**src/rtl/usrt_pkg.sv**
```systemverilog
// Shared USRT definitions: frame width, parity mode codes and TX FSM state encodings.
// No logic; constants and types only.
// Imported by the serializer top and its bit timer.
package usrt_pkg;

    // Frame layout {start, data[7:0], parity, stop}; MSB is the start bit.
    localparam int FRAME_W = 11;

    // Parity mode codes from the parity generator. 2'b11 is treated as "parity present".
    localparam logic [1:0] PAR_NONE = 2'b00;
    localparam logic [1:0] PAR_EVEN = 2'b01;
    localparam logic [1:0] PAR_ODD  = 2'b10;

    typedef enum logic [1:0] {
        ST_IDLE  = 2'b00,
        ST_SHIFT = 2'b01,
        ST_DONE  = 2'b10
    } tx_state_t;

endpackage

```
**src/rtl/usrt_bit_timer.sv**
```systemverilog
// Bit-period timer: counts CLKS_PER_BIT cycles per serial bit and flags the Sclk rise point and bit end.
// Latency: ticks are combinational from the counter; the counter restarts the cycle after clear or bit end.
// Backpressure: none; it advances only while i_Enable is high.
// Ports: i_Clk, i_Rst (sync, active high), i_Clear (restart at 0), i_Enable (count),
//        o_Half_tick (last low-Sclk cycle of a bit), o_Bit_tick (last cycle of a bit).
module usrt_bit_timer
    import usrt_pkg::*;
#(
    parameter int CLKS_PER_BIT = 4
) (
    input  logic i_Clk,
    input  logic i_Rst,
    input  logic i_Clear,
    input  logic i_Enable,
    output logic o_Half_tick,
    output logic o_Bit_tick
);

    localparam int CW = $clog2(CLKS_PER_BIT);
    localparam logic [CW-1:0] HALF_M1 = CW'(CLKS_PER_BIT / 2 - 1);
    localparam logic [CW-1:0] LAST    = CW'(CLKS_PER_BIT - 1);

    logic [CW-1:0] r_cnt;

    assign o_Half_tick = i_Enable & (r_cnt == HALF_M1);
    assign o_Bit_tick  = i_Enable & (r_cnt == LAST);

    // The counter is cleared at every bit end, so it never wraps on its own.
    always_ff @(posedge i_Clk) begin
        if (i_Rst || i_Clear || o_Bit_tick) begin
            r_cnt <= '0;
        end else if (i_Enable) begin
            r_cnt <= r_cnt + CW'(1);
        end
    end

endmodule

```
**src/rtl/usrt_tx_serializer.sv**
```systemverilog
// USRT TX serializer: shifts an accepted frame out MSB-first, one bit per CLKS_PER_BIT clocks, with Sclk.
// Latency: first bit on o_Txd the cycle after accept; o_Done pulses one cycle after the last bit period.
// Backpressure: o_Ready is high only in IDLE/DONE; i_Valid is ignored while shifting.
// Ports: i_Clk, i_Rst (sync, active high), i_Valid/o_Ready handshake, i_Frame, i_Parity (mode),
//        o_Txd serial data, o_Sclk serial clock (idle high, rises mid-bit), o_Busy, o_Done.
module usrt_tx_serializer
    import usrt_pkg::*;
#(
    parameter int   FRAME_W      = usrt_pkg::FRAME_W,
    parameter int   CLKS_PER_BIT = 4,
    parameter logic IDLE_LEVEL   = 1'b1
) (
    input  logic               i_Clk,
    input  logic               i_Rst,
    input  logic               i_Valid,
    output logic               o_Ready,
    input  logic [FRAME_W-1:0] i_Frame,
    input  logic [1:0]         i_Parity,
    output logic               o_Txd,
    output logic               o_Sclk,
    output logic               o_Busy,
    output logic               o_Done
);

    localparam int BLW = $clog2(FRAME_W + 1);

    tx_state_t          r_state;
    tx_state_t          w_state_nxt;
    logic [FRAME_W-1:0] r_shreg;
    logic [BLW-1:0]     r_bits_left;
    logic               r_sclk;
    logic               w_accept;
    logic               w_shift;
    logic               w_half_tick;
    logic               w_bit_tick;
    logic               w_last_bit;

    assign w_shift    = (r_state == ST_SHIFT);
    assign w_accept   = i_Valid & o_Ready;
    assign w_last_bit = w_bit_tick & (r_bits_left == BLW'(1));

    // Ready is forced low while reset is held so nothing is accepted on the reset edge.
    assign o_Ready = ~i_Rst & ((r_state == ST_IDLE) | (r_state == ST_DONE));
    assign o_Busy  = w_shift;
    assign o_Done  = (r_state == ST_DONE);
    assign o_Txd   = w_shift ? r_shreg[FRAME_W-1] : IDLE_LEVEL;
    assign o_Sclk  = r_sclk;

    usrt_bit_timer #(
        .CLKS_PER_BIT (CLKS_PER_BIT)
    ) u_bit_timer (
        .i_Clk       (i_Clk),
        .i_Rst       (i_Rst),
        .i_Clear     (w_accept),
        .i_Enable    (w_shift),
        .o_Half_tick (w_half_tick),
        .o_Bit_tick  (w_bit_tick)
    );

    always_ff @(posedge i_Clk) begin
        if (i_Rst) begin
            r_state <= ST_IDLE;
        end else begin
            r_state <= w_state_nxt;
        end
    end

    always_comb begin
        w_state_nxt = r_state;
        case (r_state)
            ST_IDLE:  if (w_accept) w_state_nxt = ST_SHIFT;
            ST_SHIFT: if (w_last_bit) w_state_nxt = ST_DONE;
            ST_DONE:  w_state_nxt = w_accept ? ST_SHIFT : ST_IDLE;
            default:  w_state_nxt = ST_IDLE;
        endcase
    end

    // Without parity the parity slot is dropped: stop moves up next to data and one bit fewer is sent.
    always_ff @(posedge i_Clk) begin
        if (i_Rst) begin
            r_shreg     <= '1;
            r_bits_left <= '0;
        end else if (w_accept) begin
            if (i_Parity != PAR_NONE) begin
                r_shreg     <= i_Frame;
                r_bits_left <= BLW'(FRAME_W);
            end else begin
                r_shreg     <= {i_Frame[FRAME_W-1:2], i_Frame[0], 1'b1};
                r_bits_left <= BLW'(FRAME_W - 1);
            end
        end else if (w_shift && w_bit_tick) begin
            r_shreg     <= {r_shreg[FRAME_W-2:0], 1'b1};
            r_bits_left <= r_bits_left - BLW'(1);
        end
    end

    // Sclk is low for the first half of each bit; it stays high after the final bit and while idle.
    always_ff @(posedge i_Clk) begin
        if (i_Rst) begin
            r_sclk <= 1'b1;
        end else if (w_accept) begin
            r_sclk <= 1'b0;
        end else if (w_shift) begin
            if (w_bit_tick) begin
                r_sclk <= w_last_bit;
            end else if (w_half_tick) begin
                r_sclk <= 1'b1;
            end
        end else begin
            r_sclk <= 1'b1;
        end
    end

endmodule

```
**config.mk**
```make
export PLATFORM = sky130hd
export DESIGN_NAME = usrt_tx_serializer
export DESIGN_NICKNAME = d
export VERILOG_FILES = /design/src/rtl/usrt_pkg.sv /design/src/rtl/usrt_bit_timer.sv /design/src/rtl/usrt_tx_serializer.sv
export SDC_FILE = /design/constraint.sdc
export NUM_CORES = 1
export LEC_CHECK = 0
export ABC_AREA = 1
export CAP_MARGIN = 40
export CORE_MARGIN = 3
export CORE_UTILIZATION = 49
export CTS_BUF_LIST = sky130_fd_sc_hd__clkbuf_16
export CTS_CLUSTER_DIAMETER = 100
export DETAILED_ROUTE_END_ITERATION = 8
export PLACE_DENSITY_LB_ADDON = 0.3
export SYNTH_ARGS = -nofsm -noshare
export SYNTH_HDL_FRONTEND = slang
export SYNTH_SLANG_ARGS = --single-unit
```
**constraint.sdc**
```tcl
create_clock -name i_Clk -period 1.45 [get_ports i_Clk]
set_input_delay 0.145 -clock i_Clk [delete_from_list [all_inputs] [get_ports i_Clk]]
set_output_delay 0.145 -clock i_Clk [all_outputs]
set_load 0.02 [all_outputs]
```
Yosys cells after proc, flatten, opt, wreduce, memory -nomap -nowiden
Cells that the tools add are included.
Storage, ports and cells
  bits in registers: 20
  bits of input ports: 16
  output and inout port bits: 5
Cells by class
  add/subtract/negate cells: 2
  equal/unequal tests: 8
  muxes and demuxes: 15
  bitwise operators: 7
  reductions and logical operators: 7
Operators by type and width (count)
  two-way mux 11 bit: 2
  two-way mux 4 bit: 2
  two-way mux 1 bit: 7
  two-way mux 2 bit: 3
  one-hot mux 2 bit (3 select lines): 1
  AND 1 bit: 5
  == test 2 x 1 -> 1 bit (second input constant): 2
  == test 2 bit (second input constant): 2
  == test 4 x 1 -> 1 bit (second input constant): 1
  != test 4 x 3 -> 1 bit (second input constant): 1
  nonzero test 2 bit: 2
  subtractor 4 x 1 -> 4 bit (second input constant): 1
  adder 2 x 1 -> 2 bit (second input constant): 1
  logical NOT 2 bit: 1
  logical OR 1 bit: 2
  != test 2 x 1 -> 1 bit (second input constant): 1
  != test 2 bit (second input constant): 1
  AND reduction 2 bit: 1
  logical AND 1 bit: 1
  inverter 1 bit: 1
  OR 1 bit: 1

Depth between registers and ports, before layout
  depth in word-level cells: 6
  mapped depth: 7
  gate-level depth less buffers: 7

By module
Synthesis repeated with hierarchy kept, for this count alone.
Unflattened totals
  cells, all modules: 150
  area, all modules: 1113.6 µm²
Modules (own cells, without submodules)
  usrt_tx_serializer: times used 1, cells an instance 130, area each 985.9 µm², sequential area each 360.3 µm²
  usrt_bit_timer: times used 1, cells an instance 20, area each 127.6 µm², sequential area each 40.0 µm²

Worst setup path before layout
Ideal clock, no wire load.
  path type: register -> register
  start point: register r_state[0]
  end point: register r_shreg[3]
  library setup time: 0.134 ns
  data arrival time: 1.145 ns
  data required time: 1.316 ns
  setup slack: 0.171 ns
  cell stages (with the launch flop): 6
  buffers on the path: 1
  cells stage by stage: dfxtp_1 nor2_2 nand2_4 buf_6 o21ai_0 nand3_1
On the way
  longest elaborated chain between the ends: 5
  elaborated cells on any way between the ends: 10
  those cells by class: 2 x eq/ne; 1 x mux; 4 x bitwise; 3 x reduce/logical
RTL lines
  from (decl): line usrt_tx_serializer.sv:27  | tx_state_t r_state;
  from (signal assigned): line usrt_tx_serializer.sv:64  | r_state <= w_state_nxt;
  == test 2 bit or logical NOT 2 bit (tied branches): line usrt_tx_serializer.sv:43  | assign o_Ready = ~i_Rst & ((r_state == ST_IDLE) | (r_state == ST_DONE));
  OR 1 bit *: line usrt_tx_serializer.sv:43
  AND 1 bit *: line usrt_tx_serializer.sv:43
  via o_Ready: line usrt_tx_serializer.sv:16  | output logic o_Ready,
  AND 1 bit *: line usrt_tx_serializer.sv:39  | assign w_accept = i_Valid & o_Ready;
  two-way mux 11 bit or nonzero test 2 bit (tied branches)
  to (signal assigned): line usrt_tx_serializer.sv:85  | r_shreg <= i_Frame;
  to (signal assigned): line usrt_tx_serializer.sv:88  | r_shreg <= {i_Frame[FRAME_W-1:2], i_Frame[0], 1'b1};
  to (signal assigned): line usrt_tx_serializer.sv:92  | r_shreg <= {r_shreg[FRAME_W-2:0], 1'b1};
  to (decl): line usrt_tx_serializer.sv:29  | logic [FRAME_W-1:0] r_shreg;
Mark *: on every way through the listed nets, which the timed path passes. The rest lies on a longest branch.
A chain may end at the register's enable or synchronous reset.

Worst setup path after layout
  start point: register r_state[0]
  end point: output port o_Busy
On the way
  longest elaborated chain between the ends: 1
RTL lines
  == test 2 x 1 -> 1 bit: line usrt_tx_serializer.sv:38  | assign w_shift = (r_state == ST_SHIFT);
  to (decl): line usrt_tx_serializer.sv:21  | output logic o_Busy,
No other way between the ends.

==> results.toml <==
[cells_and_area]
layout_cell_share_with_drive_strength_beyond_1 = 0.1437
regArea_um2 = 401.6
post-route-util = 0.7380
multiInputGateArea_um2 = 500.5
layout.cells.most_common_list = "sky130_fd_sc_hd__nand2_1 (29), sky130_fd_sc_hd__inv_1 (23), sky130_fd_sc_hd__dfxtp_1 (19)"
antenna_cells_inserted = 0
num-fill-cells = 137
final_net_count = 195
synthToLayoutAreaGrowth_pct = 33.01
layout_commonest_cell = "sky130_fd_sc_hd__nand2_1"

[sta]
drv_slew = 0
finalCritPeriodShare = 0.9609
postLayoutSetupSlackWorst_ns = 0.05674
finalSetupTns_ns = 0
fmax_ghz = 0.7177
finalHoldWorstSlack_ns = 0.4663
finalCriticalPeriod_ns = 1.393
setup_viol = 0
max_slew.worst_pin.slew_ns = 0.2679
skew_ns = 0.003745
timing_hold_violations_final = 0
timing.slew.headroom = 0.8213

[setup_path]
critical-path-slowest-cell = "sky130_fd_sc_hd__dfxtp_2"
timing.reg2reg.worst_path_depth = 6
timing.critical_path.arrival_ns = 1.25
worst_path_largest_cell_delay_ns = 0.37
setup.worst_path.start_class = "flop"
worst-endpoint-required_ns = 1.31
crit-reg2reg-launch = "u_bit_timer.r_cnt[0]"
reg2reg_setup_slack_ns = 0.11
timing.rr.end = "r_shreg[1]"
cp_max_fo = 5
crit_path_cell_trace = "nand2_1 -> buf_4 -> inv_1 -> clkdlybuf4s15_1"
endpoint_kind = "output port"
setup.worst_path.start = "r_state[0]"
criticalPathCategory = "reg -> out"

[logic_synthesis]
synth-warning-count = 0
synth_cell_type_count = 20
syn-num-nets = 165
ys_seq_elements = 20
cells_after_synth = 145
yosysSeqAreaShare = 0.3883
synthesis.area_per_instance_um2 = 7.110
synth.top_cells.by_area = "sky130_fd_sc_hd__dfxtp_1 (39%), sky130_fd_sc_hd__nand2_1 (11%), sky130_fd_sc_hd__o21ai_0 (8.7%)"
synthDominantAreaCellType = "sky130_fd_sc_hd__dfxtp_1"
area_of_the_mapped_netlist_um2 = 1031
synth_top_cell_area_share = 0.3883

[cts]
hold_bufs_at_cts = 0
cts_sinks = 20
clock_tree_from_tritoncts = "yes"
cts_buffers = 3
clk_root_buffer_cell = "sky130_fd_sc_hd__clkbuf_16"
worstSkewPairLatency_ns = 0.25
clk_pin_slew_worst_paths_ns = 0.05
ctsLongestPathBuffers = 2
h-tree-depth = 1

[run]
maxcap_viol_count = 0

[run_status]
outcome = "finished clean"

[grt]
grt_first_pass_wirelength_mm = 3.705
first_global_vias = 896
maximum_number_of_pins_on_one_net_before_global_route_repair = 27
overflow = 0
antenna_violations_before_repair = 0
grt_util_all_layers = 0.1863

[route]
initialDrtViolationCount = 27
detailroute.via_count = 996
dr_wl_cell_um = 11.50
drc = 0
drt_pre_antenna_iters = 4
detail_route.wirelength_mm = 2.288
viasPerCell = 5.005
ant_nets = 0

[power]
power.leakage_nw = 0.7150
sequentialPowerShare = 0.435
p_sw_frac = 0.2438
clockPowerShare = 0.408
irDropWorstVdd_v = 0.0007022
pwr-share-comb = 0.158
powerDensity_nw_per_um2 = 1020
p_int_w = 0.001057
net-switching-power_w = 0.0003408

[placed_design]
dp_hpwl_mm = 1.627
minimum_setup_slack_after_placement_ns = -0.09261
buffer_ports.inserted = 20
place_congestion = 0.8018

[floorplanning]
floorplan.die.height_um = 51.87
initial_utilization = 0.5549
floorplan.io_pins = 21
floorplan.die_area_um2 = 2691
coreArea_um2 = 1858
rows = 15
fp.dieW_um = 51.87

[min_path]
timing.hold.worst.class = "reg -> reg"
worstHoldPathCells = 2
hold_end = "r_shreg[10]"
beginning_of_the_worst_hold_path = "r_shreg[10]"
## repair_timing
action	4_1_cts	5_1_grt
pin swaps	0	1
setup buffers	0	2
resized for setup	6	4
setup endpoints to repair	4	7
## metrics by stage
step | power (W) | std cells | instance area, um2
6_report | 0.001398 | 199 | 1371
5_1_grt | 0.001452 | 199 | 1371
4_1_cts | 0.001400 | 197 | 1358
3_5_place_dp | 0.0008395 | 193 | 1281
3_3_place_gp | 0.0008281 | 193 | 1281
2_1_floorplan | 0.0007453 | 145 | 1031
## sequential cells by signal, summed over array words and instances, names as in the netlist
name               cells
o_Sclk                 1
r_bits_left            4
r_shreg               11
r_state                2
u_bit_timer.r_cnt      2
## worst max-delay path by stage
stage	endpoint	slack, ns	depth (start not counted)
after detailed placement	o_Ready	-0.09	3
after global placement	o_Ready	-0.06	3
after CTS	o_Txd	0.03	3
after floorplan	r_shreg[3]	0.17	5
after global routing	r_shreg[1]	-0.005	6
final	o_Busy	0.06	4
## routing by layer
metal	part of all wire	vias up	routed length, um	global-route usage
met2	0.51	27	1164	0.3473
met3	0.048	6	110	0.03725
met5	0	-	0	0
met1	0.43	446	981	0.2032
met4	0.014	0	33	0.06987
li1	-	517	-	-
## kinds of logic after synthesis
kind of cell,after synthesis,synth area share
flip-flops,20,0.3883
AO/OA/AOI/OAI,28,0.1359
buffers and inverters,29,0.1286
AND/OR/NAND/NOR,63,0.2900
XOR/XNOR,1,0.008497
adder cells (fa/ha/maj),4,0.04855
## worst max-delay path: cells and delay by family, from the launching register on
| family | cells | cell delay, ns |
|---|---|---|
| simple gates | 1 | 0.10 |
| flops | 1 | 0.37 |
| buf+inv | 3 | 0.53 |
## area by class of cell
type	instances	area share
Multi-Input combinational cell	96	0.3650
Sequential cell	20	0.2929
Timing Repair Buffer	29	0.1898
Inverter	25	0.07208
Clock buffer	3	0.05474
Tap cell	25	0.02281
Clock inverter	1	0.002737
## power groups by stage
stage	Combinational (W)	Clock (W)	Sequential, W
2_1_floorplan	0.000129	0	0.000616
3_3_place_gp	0.000212	0	0.000616
3_5_place_dp	0.000221	0	0.000618
4_1_cts	0.000222	0.000571	0.000608
5_1_grt	0.000250	0.000590	0.000612
6_report	0.000220	0.000570	0.000608
## Yosys cell counts
cell                       instances
sky130_fd_sc_hd__nand2_1          29
sky130_fd_sc_hd__inv_1            23
sky130_fd_sc_hd__dfxtp_1          20
sky130_fd_sc_hd__o21ai_0          18
sky130_fd_sc_hd__nand3_1          15
sky130_fd_sc_hd__nor2_1            9
sky130_fd_sc_hd__a21oi_1           7
sky130_fd_sc_hd__ha_1              4
sky130_fd_sc_hd__o21ai_1           3
sky130_fd_sc_hd__buf_6             2
sky130_fd_sc_hd__inv_4             2
sky130_fd_sc_hd__nand2_4           2
sky130_fd_sc_hd__nor2_2            2
sky130_fd_sc_hd__nor3_1            2
sky130_fd_sc_hd__or2_2             2
sky130_fd_sc_hd__buf_4             1
sky130_fd_sc_hd__clkbuf_1          1
sky130_fd_sc_hd__nand2_2           1
sky130_fd_sc_hd__nand3_4           1
sky130_fd_sc_hd__xor2_1            1
No activity file was read; power rests on OpenSTA's default activity.
